`src/rtl/dbus_pkg.sv`:
```
// dbus_pkg: shared definitions for the data-bus initiator.
//   - transfer size codes
//   - FSM state encoding
//   - memory-mapped peripheral addresses
//   - req_err(): request legality check done at handshake time
package dbus_pkg;

    localparam logic [1:0] SZ_BYTE = 2'b00;
    localparam logic [1:0] SZ_HALF = 2'b01;
    localparam logic [1:0] SZ_WORD = 2'b10;

    typedef enum logic [1:0] {
        S_IDLE   = 2'b00,
        S_ACCESS = 2'b01,
        S_RMW_RD = 2'b10,
        S_RMW_WR = 2'b11
    } state_t;

    localparam logic [31:0] ADDR_TH     = 32'h4000_0000;
    localparam logic [31:0] ADDR_TL     = 32'h4000_0004;
    localparam logic [31:0] ADDR_TCON   = 32'h4000_0008;
    localparam logic [31:0] ADDR_LED    = 32'h4000_000C;
    localparam logic [31:0] ADDR_SWITCH = 32'h4000_0010;
    localparam logic [31:0] ADDR_DIGI   = 32'h4000_0014;

    // 1 = request must be answered with an error and no bus cycle.
    // Sub-word stores are only legal when read-modify-write is available.
    function automatic logic req_err(input logic [1:0] size, input logic [1:0] off,
                                     input logic we, input logic rmw_en);
        case (size)
            SZ_BYTE: req_err = we & ~rmw_en;
            SZ_HALF: req_err = off[0] | (we & ~rmw_en);
            SZ_WORD: req_err = |off;
            default: req_err = 1'b1;
        endcase
    endfunction

endpackage

```
`src/rtl/dbus_lane.sv`:
```
// dbus_lane: combinational byte/halfword lane handling.
//   i_size, i_signed, i_off : latched request attributes
//   i_bus                   : word read from the bus
//   i_st                    : right-justified store data
//   o_ld                    : extracted and extended load value
//   o_merge                 : i_bus with the addressed lane replaced by i_st
module dbus_lane
    import dbus_pkg::*;
(
    input  logic [1:0]  i_size,
    input  logic        i_signed,
    input  logic [1:0]  i_off,
    input  logic [31:0] i_bus,
    input  logic [31:0] i_st,
    output logic [31:0] o_ld,
    output logic [31:0] o_merge
);

    logic [7:0]  w_byte;
    logic [15:0] w_half;

    always_comb begin
        case (i_off)
            2'd0:    w_byte = i_bus[7:0];
            2'd1:    w_byte = i_bus[15:8];
            2'd2:    w_byte = i_bus[23:16];
            default: w_byte = i_bus[31:24];
        endcase
        w_half = i_off[1] ? i_bus[31:16] : i_bus[15:0];
    end

    always_comb begin
        o_ld    = i_bus;
        o_merge = i_st;
        case (i_size)
            SZ_BYTE: begin
                o_ld    = {{24{i_signed & w_byte[7]}}, w_byte};
                o_merge = i_bus;
                o_merge[{i_off, 3'b000} +: 8] = i_st[7:0];
            end
            SZ_HALF: begin
                o_ld    = {{16{i_signed & w_half[15]}}, w_half};
                o_merge = i_bus;
                o_merge[{i_off[1], 4'b0000} +: 16] = i_st[15:0];
            end
            default: ;
        endcase
    end

endmodule

```
`src/rtl/dbus_master.sv`:
```
// dbus_master: pipeline-side initiator for the shared word-only data bus.
//   clk, reset(async, active low)
//   req_*  : valid/ready load/store request from MEM stage
//   resp_* : one-cycle completion pulse with load data / error flag
//   rd, wr, addr, wdata, rdata : bus; rdata is combinational from target
// Sub-word stores become a read then a write of the whole word; the
// sequence is not atomic against hardware-updated targets.
module dbus_master
    import dbus_pkg::*;
#(
    parameter logic RMW_EN = 1'b1
) (
    input  logic        clk,
    input  logic        reset,
    input  logic        req_valid,
    output logic        req_ready,
    input  logic        req_we,
    input  logic [1:0]  req_size,
    input  logic        req_signed,
    input  logic [31:0] req_addr,
    input  logic [31:0] req_wdata,
    output logic        resp_valid,
    output logic [31:0] resp_rdata,
    output logic        resp_err,
    output logic        rd,
    output logic        wr,
    output logic [31:0] addr,
    output logic [31:0] wdata,
    input  logic [31:0] rdata
);

    state_t      r_state, w_next;
    logic        r_we, r_signed;
    logic [1:0]  r_size, r_off;
    logic [31:0] r_st, r_addr, r_wdata, r_resp_rdata;
    logic        r_resp_valid, r_resp_err;
    logic        w_hs, w_err;
    logic [31:0] w_ld, w_merge;

    assign w_hs  = req_valid & (r_state == S_IDLE);
    assign w_err = req_err(req_size, req_addr[1:0], req_we, RMW_EN);

    dbus_lane u_lane (
        .i_size   (r_size),
        .i_signed (r_signed),
        .i_off    (r_off),
        .i_bus    (rdata),
        .i_st     (r_st),
        .o_ld     (w_ld),
        .o_merge  (w_merge)
    );

    // Strobes decode from registered state only.
    always_comb begin
        w_next    = r_state;
        req_ready = 1'b0;
        rd        = 1'b0;
        wr        = 1'b0;
        case (r_state)
            S_IDLE: begin
                req_ready = 1'b1;
                if (w_hs && !w_err)
                    w_next = (req_we && req_size != SZ_WORD) ? S_RMW_RD : S_ACCESS;
            end
            S_ACCESS: begin
                rd     = ~r_we;
                wr     = r_we;
                w_next = S_IDLE;
            end
            S_RMW_RD: begin
                rd     = 1'b1;
                w_next = S_RMW_WR;
            end
            default: begin
                wr     = 1'b1;
                w_next = S_IDLE;
            end
        endcase
    end

    always_ff @(posedge clk or negedge reset) begin
        if (!reset) begin
            r_state      <= S_IDLE;
            r_we         <= 1'b0;
            r_signed     <= 1'b0;
            r_size       <= SZ_BYTE;
            r_off        <= 2'b00;
            r_st         <= '0;
            r_addr       <= '0;
            r_wdata      <= '0;
            r_resp_valid <= 1'b0;
            r_resp_rdata <= '0;
            r_resp_err   <= 1'b0;
        end else begin
            r_state      <= w_next;
            r_resp_valid <= 1'b0;
            case (r_state)
                S_IDLE: begin
                    if (w_hs) begin
                        if (w_err) begin
                            r_resp_valid <= 1'b1;
                            r_resp_err   <= 1'b1;
                            r_resp_rdata <= '0;
                        end else begin
                            r_we     <= req_we;
                            r_size   <= req_size;
                            r_signed <= req_signed;
                            r_off    <= req_addr[1:0];
                            r_st     <= req_wdata;
                            r_addr   <= {req_addr[31:2], 2'b00};
                            if (req_we && req_size == SZ_WORD)
                                r_wdata <= req_wdata;
                        end
                    end
                end
                S_ACCESS: begin
                    r_resp_valid <= 1'b1;
                    r_resp_err   <= 1'b0;
                    r_resp_rdata <= r_we ? 32'h0 : w_ld;
                end
                // r_wdata doubles as the merge register: the read word with
                // the target lane already replaced, driven during RMW_WR.
                S_RMW_RD: r_wdata <= w_merge;
                default: begin
                    r_resp_valid <= 1'b1;
                    r_resp_err   <= 1'b0;
                    r_resp_rdata <= '0;
                end
            endcase
        end
    end

    assign addr       = r_addr;
    assign wdata      = r_wdata;
    assign resp_valid = r_resp_valid;
    assign resp_rdata = r_resp_rdata;
    assign resp_err   = r_resp_err;

endmodule

```
`config.mk`:
```
export PLATFORM = sky130hd
export DESIGN_NAME = dbus_master
export DESIGN_NICKNAME = d
export VERILOG_FILES = /design/src/rtl/dbus_pkg.sv /design/src/rtl/dbus_lane.sv /design/src/rtl/dbus_master.sv
export SDC_FILE = /design/constraint.sdc
export NUM_CORES = 1
export LEC_CHECK = 0
export BUFFER_PORTS_ARGS = -buffer_cell sky130_fd_sc_hd__buf_2
export CORE_MARGIN = 2
export CORE_UTILIZATION = 25
export CTS_BUF_LIST = sky130_fd_sc_hd__clkbuf_8
export CTS_CLUSTER_SIZE = 8
export DETAILED_ROUTE_END_ITERATION = 8
export GPL_ROUTABILITY_DRIVEN = 0
export PLACE_DENSITY = 0.55
export SETUP_SLACK_MARGIN = 0.02
export SYNTH_ARGS = -nofsm -noshare
export SYNTH_HDL_FRONTEND = slang
export SYNTH_SLANG_ARGS = --single-unit
```
`constraint.sdc`:
```
create_clock -name clk -period 3.18 [get_ports clk]
set_input_delay 0.159 -clock clk [delete_from_list [all_inputs] [get_ports clk]]
set_output_delay 0.159 -clock clk [all_outputs]
set_load 0.01 [all_outputs]
```
==> results.md, run 1 <==
* Status: finished clean
* CTS tree: yes
* Max-Cap Viols at 0
* Crit Path Category: reg -> reg
* Drt pass-1 iters at 7
* Count of final max-slew check failures at 0
* Worst slew pin tran at around 1.1 ns
* Cell Area, Placed at just under 9000 sq um
* Reg clk slew, reported paths at 0.09 ns
* Ratio of cells with drive above 1 in the final layout at between 30% and 40%
* Final Cell Area at 9779 sq um
* Setup Fix Bufs, Post-CTS at 0
* Seq cells post-synth at 136
* Via count at between 6000 and 7000
* Setup_tns at 0 ns
* Die Width at 176.3 um
* Core area at 29400 sq um
* Post-synth EDFFs at 0
* Setup WS post-layout at 0.8218 ns
* Post-route antenna net violation count at 0
* Crit path from: r_off[0]
* Hold slack at approximately 0.030 ns
* Die height at 176.3 um
* IO Port Bufs at approximately 200
* Total wire length at 26450 um
* Required time of the critical path at between 3 and 4 ns
* Final Hold Vio Count at 0
* CTS Sinks at roughly 140
* Total gr overflow at 0
* Drt drc at 0
* RSZ-0062 raised after global routing: no
* CP cell instances: inv_1 > ha_1 > and4bb_1 > a221o_2 > a222oi_1 > mux2i_1
* Setup crit end kind: flip-flop
* Yosys top cell area share at 45.87%
* Overall Power at 9.550 mW
* Worst r2r src: r_off[0]
* Worst VDD drop at 386.5 uV
* Share of the yosys chip area belonging to registers at 45.87%
* Cts repair resizes at 0
* Setup Viol. Count Final at 0
* Slowest CP cell: dfrtp_1
* Die ar. at 31070 sq um
* Asr flop ratio synth at 100.0%
* Worst-path fanout max at 9
* WL/cell at 20.05 um
* Top cell family by delay on the critical path: compound AO/OA/AOI/OAI gates
* Initial antenna violation count at 2
* Top_reg_cell synth: dfrtp_1
* GRT Util Overall at 17.08%
* Hold WC Path Type: in -> reg
* P_leak at ~4.4 nW
* Global-route wire length before repair at 40010 um
* Library cells used by synthesis at 53
* Fill count at 3045
* Most common cell in the netlist: dfrtp_1
* Most common library cells after synthesis: dfrtp_1 (136), mux2_2 (89), nand2_1 (41), a32o_1 (31), clkbuf_1 (31)
* Post-Syn Area at 7420 sq um
* Vias in the first global route at 6461
* Minimum clock period at roughly 2.4 ns
* Initial drt markers at 675
* Syn. warnings at 0
* Syn avg cell area at around 11 sq um
* Largest net degree at the start of global routing at 80
* Upper clock frequency limit at 424.1 MHz
* Nets at 1027
* Flop2flop setup slack at 0.82 ns
* IO Pins at 204
* Final period util at roughly 74%
* Pwr Density at between 900 and 1000 nW/um^2
* Startpoint types: flip-flop
* Area growth from synthesis to layout at 31.80%
* Synth top area cells: dfrtp_1 (46%), mux2_2 (14%), a32o_1 (4.2%), mux2i_1 (3.1%), a222oi_1 (2.4%)
* Buf+Inv Stages, Crit Path at 1
* Via density per instance at 4.992
* Total number of H-tree levels at 4
* Site row count at 63
* Worst relative slew slack at 26.04%
* Gate Count Post-Synth at between 600 and 700
* Worst skew pair latency at 0.46 ns
* CP peak stage delay at about 0.5 ns
* Skew final at 0.01666 ns
* Root buf cell: clkbuf_8
* CP Data Arrival Time at approximately 2.7 ns
* Pre-CTS setup slack at ~0.8 ns
* Clock Path Buffers at 2
* Inserted Clock Buffers at 17
* Starting Density at between 20% and 30%
* Post-DP HPWL at roughly 19000 um
* HP Start: req_we
* Area leader, netlist: dfrtp_1
[through the flow]
step                      utilization [%]  cells
after floorplan                         -    678
after global placement              29.69   1220
after detailed placement            29.69   1220
after CTS                           33.25   1318
after global routing                33.25   1318
final                               33.26   1319
[power by group]
part | total (mW) | switching (mW) | internal, mW
registers | 3.13 | 0.582 | 2.55
logic | 4.97 | 2.81 | 2.16
clock network | 1.45 | 0.792 | 0.658
total | 9.55 | 4.18 | 5.37
[sequential cells by signal, indices dropped and copies added (netlist names), 2 cells and up]
name	count
r_st	32
resp_rdata	32
wdata	32
addr	30
r_off	2
r_size	2
r_state	2
[layout by cell type (no fill, tap or decap), types with 17 or more instances in the layout]
cell,instances
a21oi_1,29
a222oi_1,18
a32o_1,31
buf_2,200
clkbuf_8,18
dfrtp_1,136
dlygate4sd3_1,66
inv_1,24
mux2_2,89
mux2i_1,23
nand2_1,41
nand2b_1,20
nor2_1,28
nor2b_1,17
o21ai_0,29
[layer usage]
layer | track usage (%) | vias to the layer above | share of wire, %
met5 | 0 | - | 0.026
met4 | 3.616 | 2 | 1.0
met2 | 26.60 | 301 | 46
li1 | - | 3031 | -
met3 | 4.759 | 21 | 9.7
met1 | 23.67 | 3230 | 44
[cell families after synthesis]
group	after synthesis	synth area share [%]
simple gates	134	9.376
compound gates	195	20.57
flops	136	45.87
mux	113	16.81
fa+ha+maj	9	1.518
buf+inv	89	5.801
other cells	1	0.05054
[path summary, 6_finish.rpt]
check | endpoint | depth (start not counted)
setup reg to reg | wdata[28] | 6
hold reg to reg | resp_rdata[24] | 1
setup / recovery | wdata[28] | 6
hold / removal | r_we | 3
max in group asynchronous | r_off[1] | 3
min in group asynchronous | addr[25] | 2
[worst reg2reg max path, delay by kind of cell, from the launching register on]
| family | cells | cell delay (ns) |
|---|---|---|
| compound gates | 2 | 0.80 |
| flops | 1 | 0.50 |
| fa+ha+maj | 1 | 0.36 |
| simple gates | 1 | 0.30 |
| mux | 1 | 0.14 |
| buf+inv | 1 | 0.13 |
[repair_timing]
item / CTS / global route
setup endpoints to repair: 0 / 0
hold endpoints to repair: 143 / 0
hold buffers: 66 / 0
[area by class of cell]
class / instances / area (sq um) / share of cell area, %
clock inverter: 14 / 137.6 / 1.407
tap: 390 / 488.0 / 4.990
sequential: 136 / 3403 / 34.80
timing repair buffer: 283 / 1805 / 18.46
antenna: 1 / 2.502 / 0.02559
multi-input combinational: 453 / 3605 / 36.86
clock buffer: 18 / 247.7 / 2.533
inverter: 24 / 90.09 / 0.9212
(Power assumes the default switching activity.)
==> run 2: changes to the inputs <==
--- a/config.mk
+++ b/config.mk
@@ -5,6 +5,7 @@
 export SDC_FILE = /design/constraint.sdc
 export NUM_CORES = 1
 export LEC_CHECK = 0
+export ABC_AREA = 1
 export BUFFER_PORTS_ARGS = -buffer_cell sky130_fd_sc_hd__buf_2
 export CORE_MARGIN = 2
 export CORE_UTILIZATION = 25
==> constraint.sdc (replaced) <==
create_clock -name clk -period 2.5 [get_ports clk]
set_input_delay 0.125 -clock clk [delete_from_list [all_inputs] [get_ports clk]]
set_output_delay 0.125 -clock clk [all_outputs]
set_load 0.01 [all_outputs]
==> results.md, run 2 <==
* Status: finished clean
* Startpoint types: flip-flop
* Area leader, netlist: dfrtp_1
* Total wire length at 28990 um (+9.6%)
* GRT Util Overall at 17.20% (+0.12 points)
* CP cell instances: inv_1 > ha_1 > inv_1 > nand2_1 > o21ai_0 > nand2_1 > nand3_1 > nand2_1 > nand2_1
* Worst VDD drop at 411.8 uV (+6.5%)
* Reg clk slew, reported paths at 0.08 ns (about the same)
* Nets at 1540 (+50%)
* Post-synth EDFFs at 0 (unchanged)
* Cell count after placement at 1744 (+43%)
* IO Port Bufs at 201 (unchanged)
* Library cells used by synthesis at 27 (-49%)
* Die Width at 183.9 um (+4.3%)
* Seq cells post-synth at 136 (unchanged)
* Overall Power at 12.44 mW (+30%)
* Drt drc at 0 (unchanged)
* Die height at 183.9 um (+4.3%)
* Post-route antenna net violation count at 0 (unchanged)
* Site row count at 65 (+3.2%)
* Gate Count Post-Synth at 1189 (+76%)
* Final period util at 87.02% (+13 points)
* Core area at 31720 sq um (+7.9%)
* Worst-path fanout max at 14 (+5)
* Final Hold Vio Count at 0 (unchanged)
* Syn avg cell area at 6.806 sq um (-38%)
* Skew final at 0.01711 ns (+0.0004496 ns)
* R2R Path End: wdata[0]
* Starting Density at 25.51% (+0.28 points)
* Synth top area cells: dfrtp_1 (42%), nand2_1 (19%), nor2_1 (7.7%), o21ai_0 (7.4%), inv_1 (5.1%)
* CTS Sinks at 136 (unchanged)
* Pwr Density at 1188 nW/um^2 (+22%)
* Flop2flop setup slack at 0.32 ns (-0.50 ns)
* Ratio of cells with drive above 1 in the final layout at 19.58% (-18 points)
* Via count at 8308 (+26%)
* FF-to-FF path depth at 9 (+3)
* Die ar. at 33830 sq um (+8.9%)
* Initial antenna violation count at 2 (unchanged)
* Most common cell in the netlist: nand2_1
* Post-DP HPWL at 21360 um (+13%)
* Root buf cell: clkbuf_8
* Minimum clock period at 2.175 ns (-0.1827 ns)
* Area growth from synthesis to layout at 29.36%
* Worst r2r src: r_off[0]
* Multi-input logic area at 3866 sq um (+7.3%)
* Setup_tns at 0 ns (unchanged)
* Share of the yosys chip area belonging to registers at 42.05% (-3.8 points)
* Clock Path Buffers at 2 (unchanged)
* Reg area at 3403 sq um (unchanged)
* Slowest CP cell: dfrtp_1
* Hold depth at 3 (unchanged)
* Inserted Clock Buffers at 17 (unchanged)
* RSZ-0062 raised after global routing: no
* P_leak at 5.717 nW (+29%)
* Clock power share at 14.9% (-0.3 points)
* Hold WC Path Type: in -> reg
* Hold slack at 0.007800 ns (-0.02188 ns)
* Post-Syn Area at 8093 sq um (+9.1%)
* WL/cell at 15.72 um (-22%)
* Cell Area, Placed at 9410 sq um (+7.8%)
* Initial drt markers at 626 (-7.3%)
* Combinational power share at 53.3% (+1.3 points)
* Yosys top cell area share at 42.05% (-3.8 points)
* Setup crit end kind: flip-flop
* Most common cell on crit path: nand2_1
* Via density per instance at 4.505 (-9.8%)
* Most frequent cells in the layout: nand2_1 (401), buf_2 (200), nor2_1 (167), dfrtp_1 (136), o21ai_0 (120)
* Drt pass-1 iters at 5 (-2)
* Count of final max-slew check failures at 0 (unchanged)
* Vias in the first global route at 7903 (+22%)
* Most common library cells after synthesis: nand2_1 (401), nor2_1 (167), dfrtp_1 (136), o21ai_0 (120), inv_1 (109)
* Total gr overflow at 0 (unchanged)
* Upper clock frequency limit at 459.7 MHz (+8.4%)
* Fill count at 3514 (+15%)
* Switching share of power at 48.99% (+5.2 points)
* HP Start: req_wdata[5]
* Setup Viol. Count Final at 0 (unchanged)
* CP peak stage delay at 0.60 ns (+0.10 ns)
* Sw power at 6.095 mW (+46%)
* Setup Fix Bufs, Post-CTS at 0 (unchanged)
* Total number of H-tree levels at 4 (unchanged)
* Cell Count, Final, Fillers Out at 1844 (+40%)
* Hold Path Sink: r_st[5]
* Top_reg_cell synth: dfrtp_1
* IO Pins at 204 (unchanged)
* Asr flop ratio synth at 100.0% (unchanged)
* Final Cell Area at 10470 sq um (+7.0%)
* Most common cell after layout, fill and taps aside: nand2_1
* Global-route wire length before repair at 45040 um (+13%)
* Syn. warnings at 0 (unchanged)
* Max-Cap Viols at 0 (unchanged)
* Worst relative slew slack at 56.74% (+31 points)
* Seq pwr share at 31.8% (-1.0 points)
* Pint at 6.347 mW (+18%)
* CP Data Arrival Time at 2.52 ns (-0.16 ns)
* CTS tree: yes
* Worst slew pin tran at 0.6479 ns (-0.4615 ns)
* Crit Path Category: reg -> reg
* Largest net degree at the start of global routing at 61 (-24%)
* Worst skew pair latency at 0.46 ns (about the same)
* Required time of the critical path at 2.85 ns (-0.65 ns)
[run 2: changes by cell type after synthesis, moves of 18 or more]
cell      change
a21oi_1      +49
a222oi_1     -18
a32o_1       -31
clkbuf_1     -18
inv_1        +85
mux2_2       -89
mux2i_1      -23
nand2_1     +360
nand2b_1     -20
nand3_1      +38
nor2_1      +139
o21ai_0      +91
[run 2: how the worst max path moves through the flow]
stage,startpoint,to,slack [ns],depth (start not counted)
after detailed placement,r_off[0],wdata[2],0.34,9
final,r_off[0],wdata[0],0.32,9
after floorplan,r_off[1],wdata[5],0.59,12
after global placement,r_off[0],wdata[2],0.41,9
after CTS,r_state[0],wr,0.31,6
after global routing,r_off[0],wdata[6],0.09,9
[run 2: power by group through the flow]
stage	Combinational (mW)	Sequential, mW	Clock, mW
after CTS	6.67	3.96	1.91
after global routing	7.47	4.10	2.01
after detailed placement	6.57	3.98	0
after global placement	6.49	3.99	0
final	6.63	3.96	1.85
after floorplan	4.17	4.13	0
[run 2: area by class of cell]
cell class                 instances  area share (%)
inverter                         116           4.159
antenna                            2         0.04781
tap                              402           4.805
clock buffer                      21           2.761
timing repair buffer             285           17.89
multi-input combinational        872           36.93
clock inverter                    10          0.8964
sequential                       136           32.51
[run 2: logic make-up after synthesis]
| group | count (synthesis) | share of synthesized area (%) |
|---|---|---|
| adders and majority gates | 9 | 1.391 |
| AOI/OAI and AO/OA | 229 | 14.80 |
| DFF | 136 | 42.05 |
| and+or+nand+nor | 632 | 31.49 |
| buffers and inverters | 182 | 10.22 |
| other | 1 | 0.04634 |
[run 2: worst max-delay path, delay by kind of cell, from the launching register on]
kind	cells	cell delay, ns
adder cells (fa/ha/maj)	1	0.50
flip-flops	1	0.60
AND/OR/NAND/NOR	5	0.49
AO/OA/AOI/OAI	1	0.09
buffers and inverters	2	0.40
[run 2: repair_timing]
item | in CTS | in global routing
endpoints found under the setup margin | 0 | 0
resized for setup | 0 | 0
hold buffers | 67 | 0
endpoints found under the hold margin | 120 | 0
[run 2: metrics by stage]
step                      utilization (%)  worst slack (ns)
final                               33.01            0.3246
after global routing                33.01           0.08866
after CTS                           32.99            0.3143
after detailed placement            29.67            0.3436
after global placement              29.67            0.4081
after floorplan                         -            0.5863
[run 2: routing by layer]
layer	wire (um)	global-route usage, %	vias up
met4	503	4.704	0
li1	-	-	4187
met2	12900	26.93	328
met5	0	0	-
met1	13510	23.70	3770
met3	2075	4.041	23
==> run 3: changes to the inputs <==
--- a/config.mk
+++ b/config.mk
@@ -13,6 +13,7 @@
 export CTS_CLUSTER_SIZE = 8
 export DETAILED_ROUTE_END_ITERATION = 8
 export GPL_ROUTABILITY_DRIVEN = 0
+export MAX_ROUTING_LAYER = met4
 export PLACE_DENSITY = 0.55
 export SETUP_SLACK_MARGIN = 0.02
 export SYNTH_ARGS = -nofsm -noshare
==> results.md, run 3 (synthesis results as in run 2) <==
* Status: finished clean
* GRT Util Overall at 17.72% (+0.52 points)
* IO Port Bufs at 201 (unchanged)
* WL/cell at 15.78 um (+0.35%)
* Most frequent cells in the layout: nand2_1 (401), buf_2 (200), nor2_1 (167), dfrtp_1 (136), o21ai_0 (120)
* Worst relative slew slack at 56.69% (about the same)
* Setup_tns at 0 ns (unchanged)
* Drt drc at 0 (unchanged)
* CTS tree: yes
* Core area at 31720 sq um (unchanged)
* Cts repair resizes at 0 (unchanged)
* Hold WC Path Type: in -> reg
* Ratio of cells with drive above 1 in the final layout at 19.58% (unchanged)
* Final Cell Area at 10470 sq um (about the same)
* Setup crit end: wdata[17]
* Cell Area, Placed at 9410 sq um (unchanged)
* Clock Path Buffers at 2 (unchanged)
* Upper clock frequency limit at 458.5 MHz (-0.26%)
* Max-Cap Viols at 0 (unchanged)
* CP peak stage delay at 0.60 ns (about the same)
* Root buf cell: clkbuf_8
* Overall Power at 12.45 mW (about the same)
* Required time of the critical path at 2.90 ns (+0.05 ns)
* Worst skew pair latency at 0.46 ns (about the same)
* Most common cell after layout, fill and taps aside: nand2_1
* Inserted Clock Buffers at 17 (unchanged)
* Crit Path Category: reg -> reg
* P_leak at 5.717 nW (about the same)
* Worst slew pin tran at 0.6487 ns (+0.0008059 ns)
* Fill count at 3512 (-0.057%)
* Post-DP HPWL at 21360 um (unchanged)
* Flop2flop setup slack at 0.32 ns (about the same)
* CP Data Arrival Time at 2.58 ns (+0.06 ns)
* Area growth from synthesis to layout at 29.39% (about the same)
* Worst-path fanout max at 14 (unchanged)
* Cell Count, Final, Fillers Out at 1845 (+0.054%)
* CP cell instances: inv_1 > ha_1 > nand2_1 > o21ai_0 > nand2_1 > nand3_1 > nand2_1 > nand2_1
* Most common cell on crit path: nand2_1
* Worst path depth at 8 (-1)
* Largest net degree at the start of global routing at 61 (unchanged)
* Cell count after placement at 1744 (unchanged)
* Setup Viol. Count Final at 0 (unchanged)
* Post-route antenna net violation count at 0 (unchanged)
* Crit path from: r_off[0]
* Pre-CTS setup slack at 0.3436 ns (unchanged)
* Nets at 1540 (unchanged)
* Initial antenna violation count at 3 (+1)
* RSZ-0062 raised after global routing: no
* Worst r2r src: r_off[0]
* Initial drt markers at 594 (-5.1%)
* CTS Sinks at 136 (unchanged)
* Total gr overflow at 0 (unchanged)
* Pwr Density at 1189 nW/um^2 (about the same)
* Setup Fix Bufs, Post-CTS at 0 (unchanged)
* Total number of H-tree levels at 4 (unchanged)
* Drt pass-1 iters at 5 (unchanged)
* Global-route wire length before repair at 44900 um (-0.32%)
* Skew final at 0.01871 ns (+0.001596 ns)
* Buf+Inv Stages, Crit Path at 1 (-1)
* Final period util at 87.25% (+0.23 points)
* Via count at 8364 (+0.67%)
* Vias in the first global route at 7941 (+0.48%)
* Top cell family by delay on the critical path: flip-flops
* Die Width at 183.9 um (unchanged)
* Reg clk slew, reported paths at 0.09 ns (about the same)
* Setup crit end kind: flip-flop
* Minimum clock period at 2.181 ns (+0.005714 ns)
* Die ar. at 33830 sq um (unchanged)
* Starting Density at 25.51% (unchanged)
* IO Pins at 204 (unchanged)
* Site row count at 65 (unchanged)
* Count of final max-slew check failures at 0 (unchanged)
* R2R Path End: wdata[17]
* Via density per instance at 4.533 (+0.62%)
* Total wire length at 29110 um (+0.40%)
* Setup WS post-layout at 0.3189 ns (-0.005714 ns)
* Worst VDD drop at 412.4 uV (+0.14%)
* FF-to-FF path depth at 8 (-1)
* Die height at 183.9 um (unchanged)
* Final Hold Vio Count at 0 (unchanged)
* Slowest CP cell: dfrtp_1
* Startpoint types: flip-flop
* Hold Buf Count CTS at 67 (unchanged)
## run 3: cell types whose count changed in the layout (fill, tap and decap cells not counted), sizes merged
cell / delta
diode: +1
## run 3: how the worst min path moves through the flow
stage / startpoint / slack (ns) / cells past startpoint / to
3_3_place_gp: reset / 0.1 / 1 / resp_rdata[28]
2_1_floorplan: reset / -0.17 / 0 / addr[10]
6_report: req_wdata[5] / 0.01 / 3 / r_st[5]
3_5_place_dp: reset / 0.11 / 1 / resp_rdata[31]
5_1_grt: req_wdata[5] / 0.01 / 3 / r_st[5]
4_1_cts: req_wdata[4] / 0.0001 / 3 / r_st[4]
## run 3: stage by stage
| step | hold slack, ns | util [%] |
|---|---|---|
| global route | 0.01170 | 33.01 |
| CTS | 0.0001322 | 32.99 |
| detailed placement | 0.1075 | 29.67 |
| floorplan | -0.1706 | - |
| global placement | 0.09951 | 29.67 |
| finish | 0.01210 | 33.01 |
## run 3: area by class of cell
cell class	count	area, sq um	area share (%)
tap	402	503.0	4.803
multi-input combinational	872	3866	36.92
inverter	116	435.4	4.158
clock buffer	21	289.0	2.760
timing repair buffer	285	1873	17.89
antenna	3	7.507	0.07169
clock inverter	10	93.84	0.8962
sequential	136	3403	32.50
## run 3: worst register-to-register path, cell delays in order, from the launching register on
cell     delay [ns]
dfrtp_1        0.60
inv_1          0.19
ha_1           0.50
nand2_1        0.21
o21ai_0        0.27
nand2_1        0.11
nand3_1        0.13
nand2_1        0.07
nand2_1        0.05
## run 3: layer usage
layer / share of wire [%] / GRT usage [%] / vias up
met5: 0 / - / -
met4: 1.6 / 4.608 / 0
met3: 6.5 / 3.467 / 25
met2: 45 / 26.96 / 316
met1: 47 / 24.09 / 3833
li1: - / - / 4190
## run 3: power breakdown
part           switching (mW)  internal, mW  total (mW)
Clock                   0.956         0.892        1.85
Combinational            4.40          2.24        6.64
Sequential              0.752          3.21        3.96
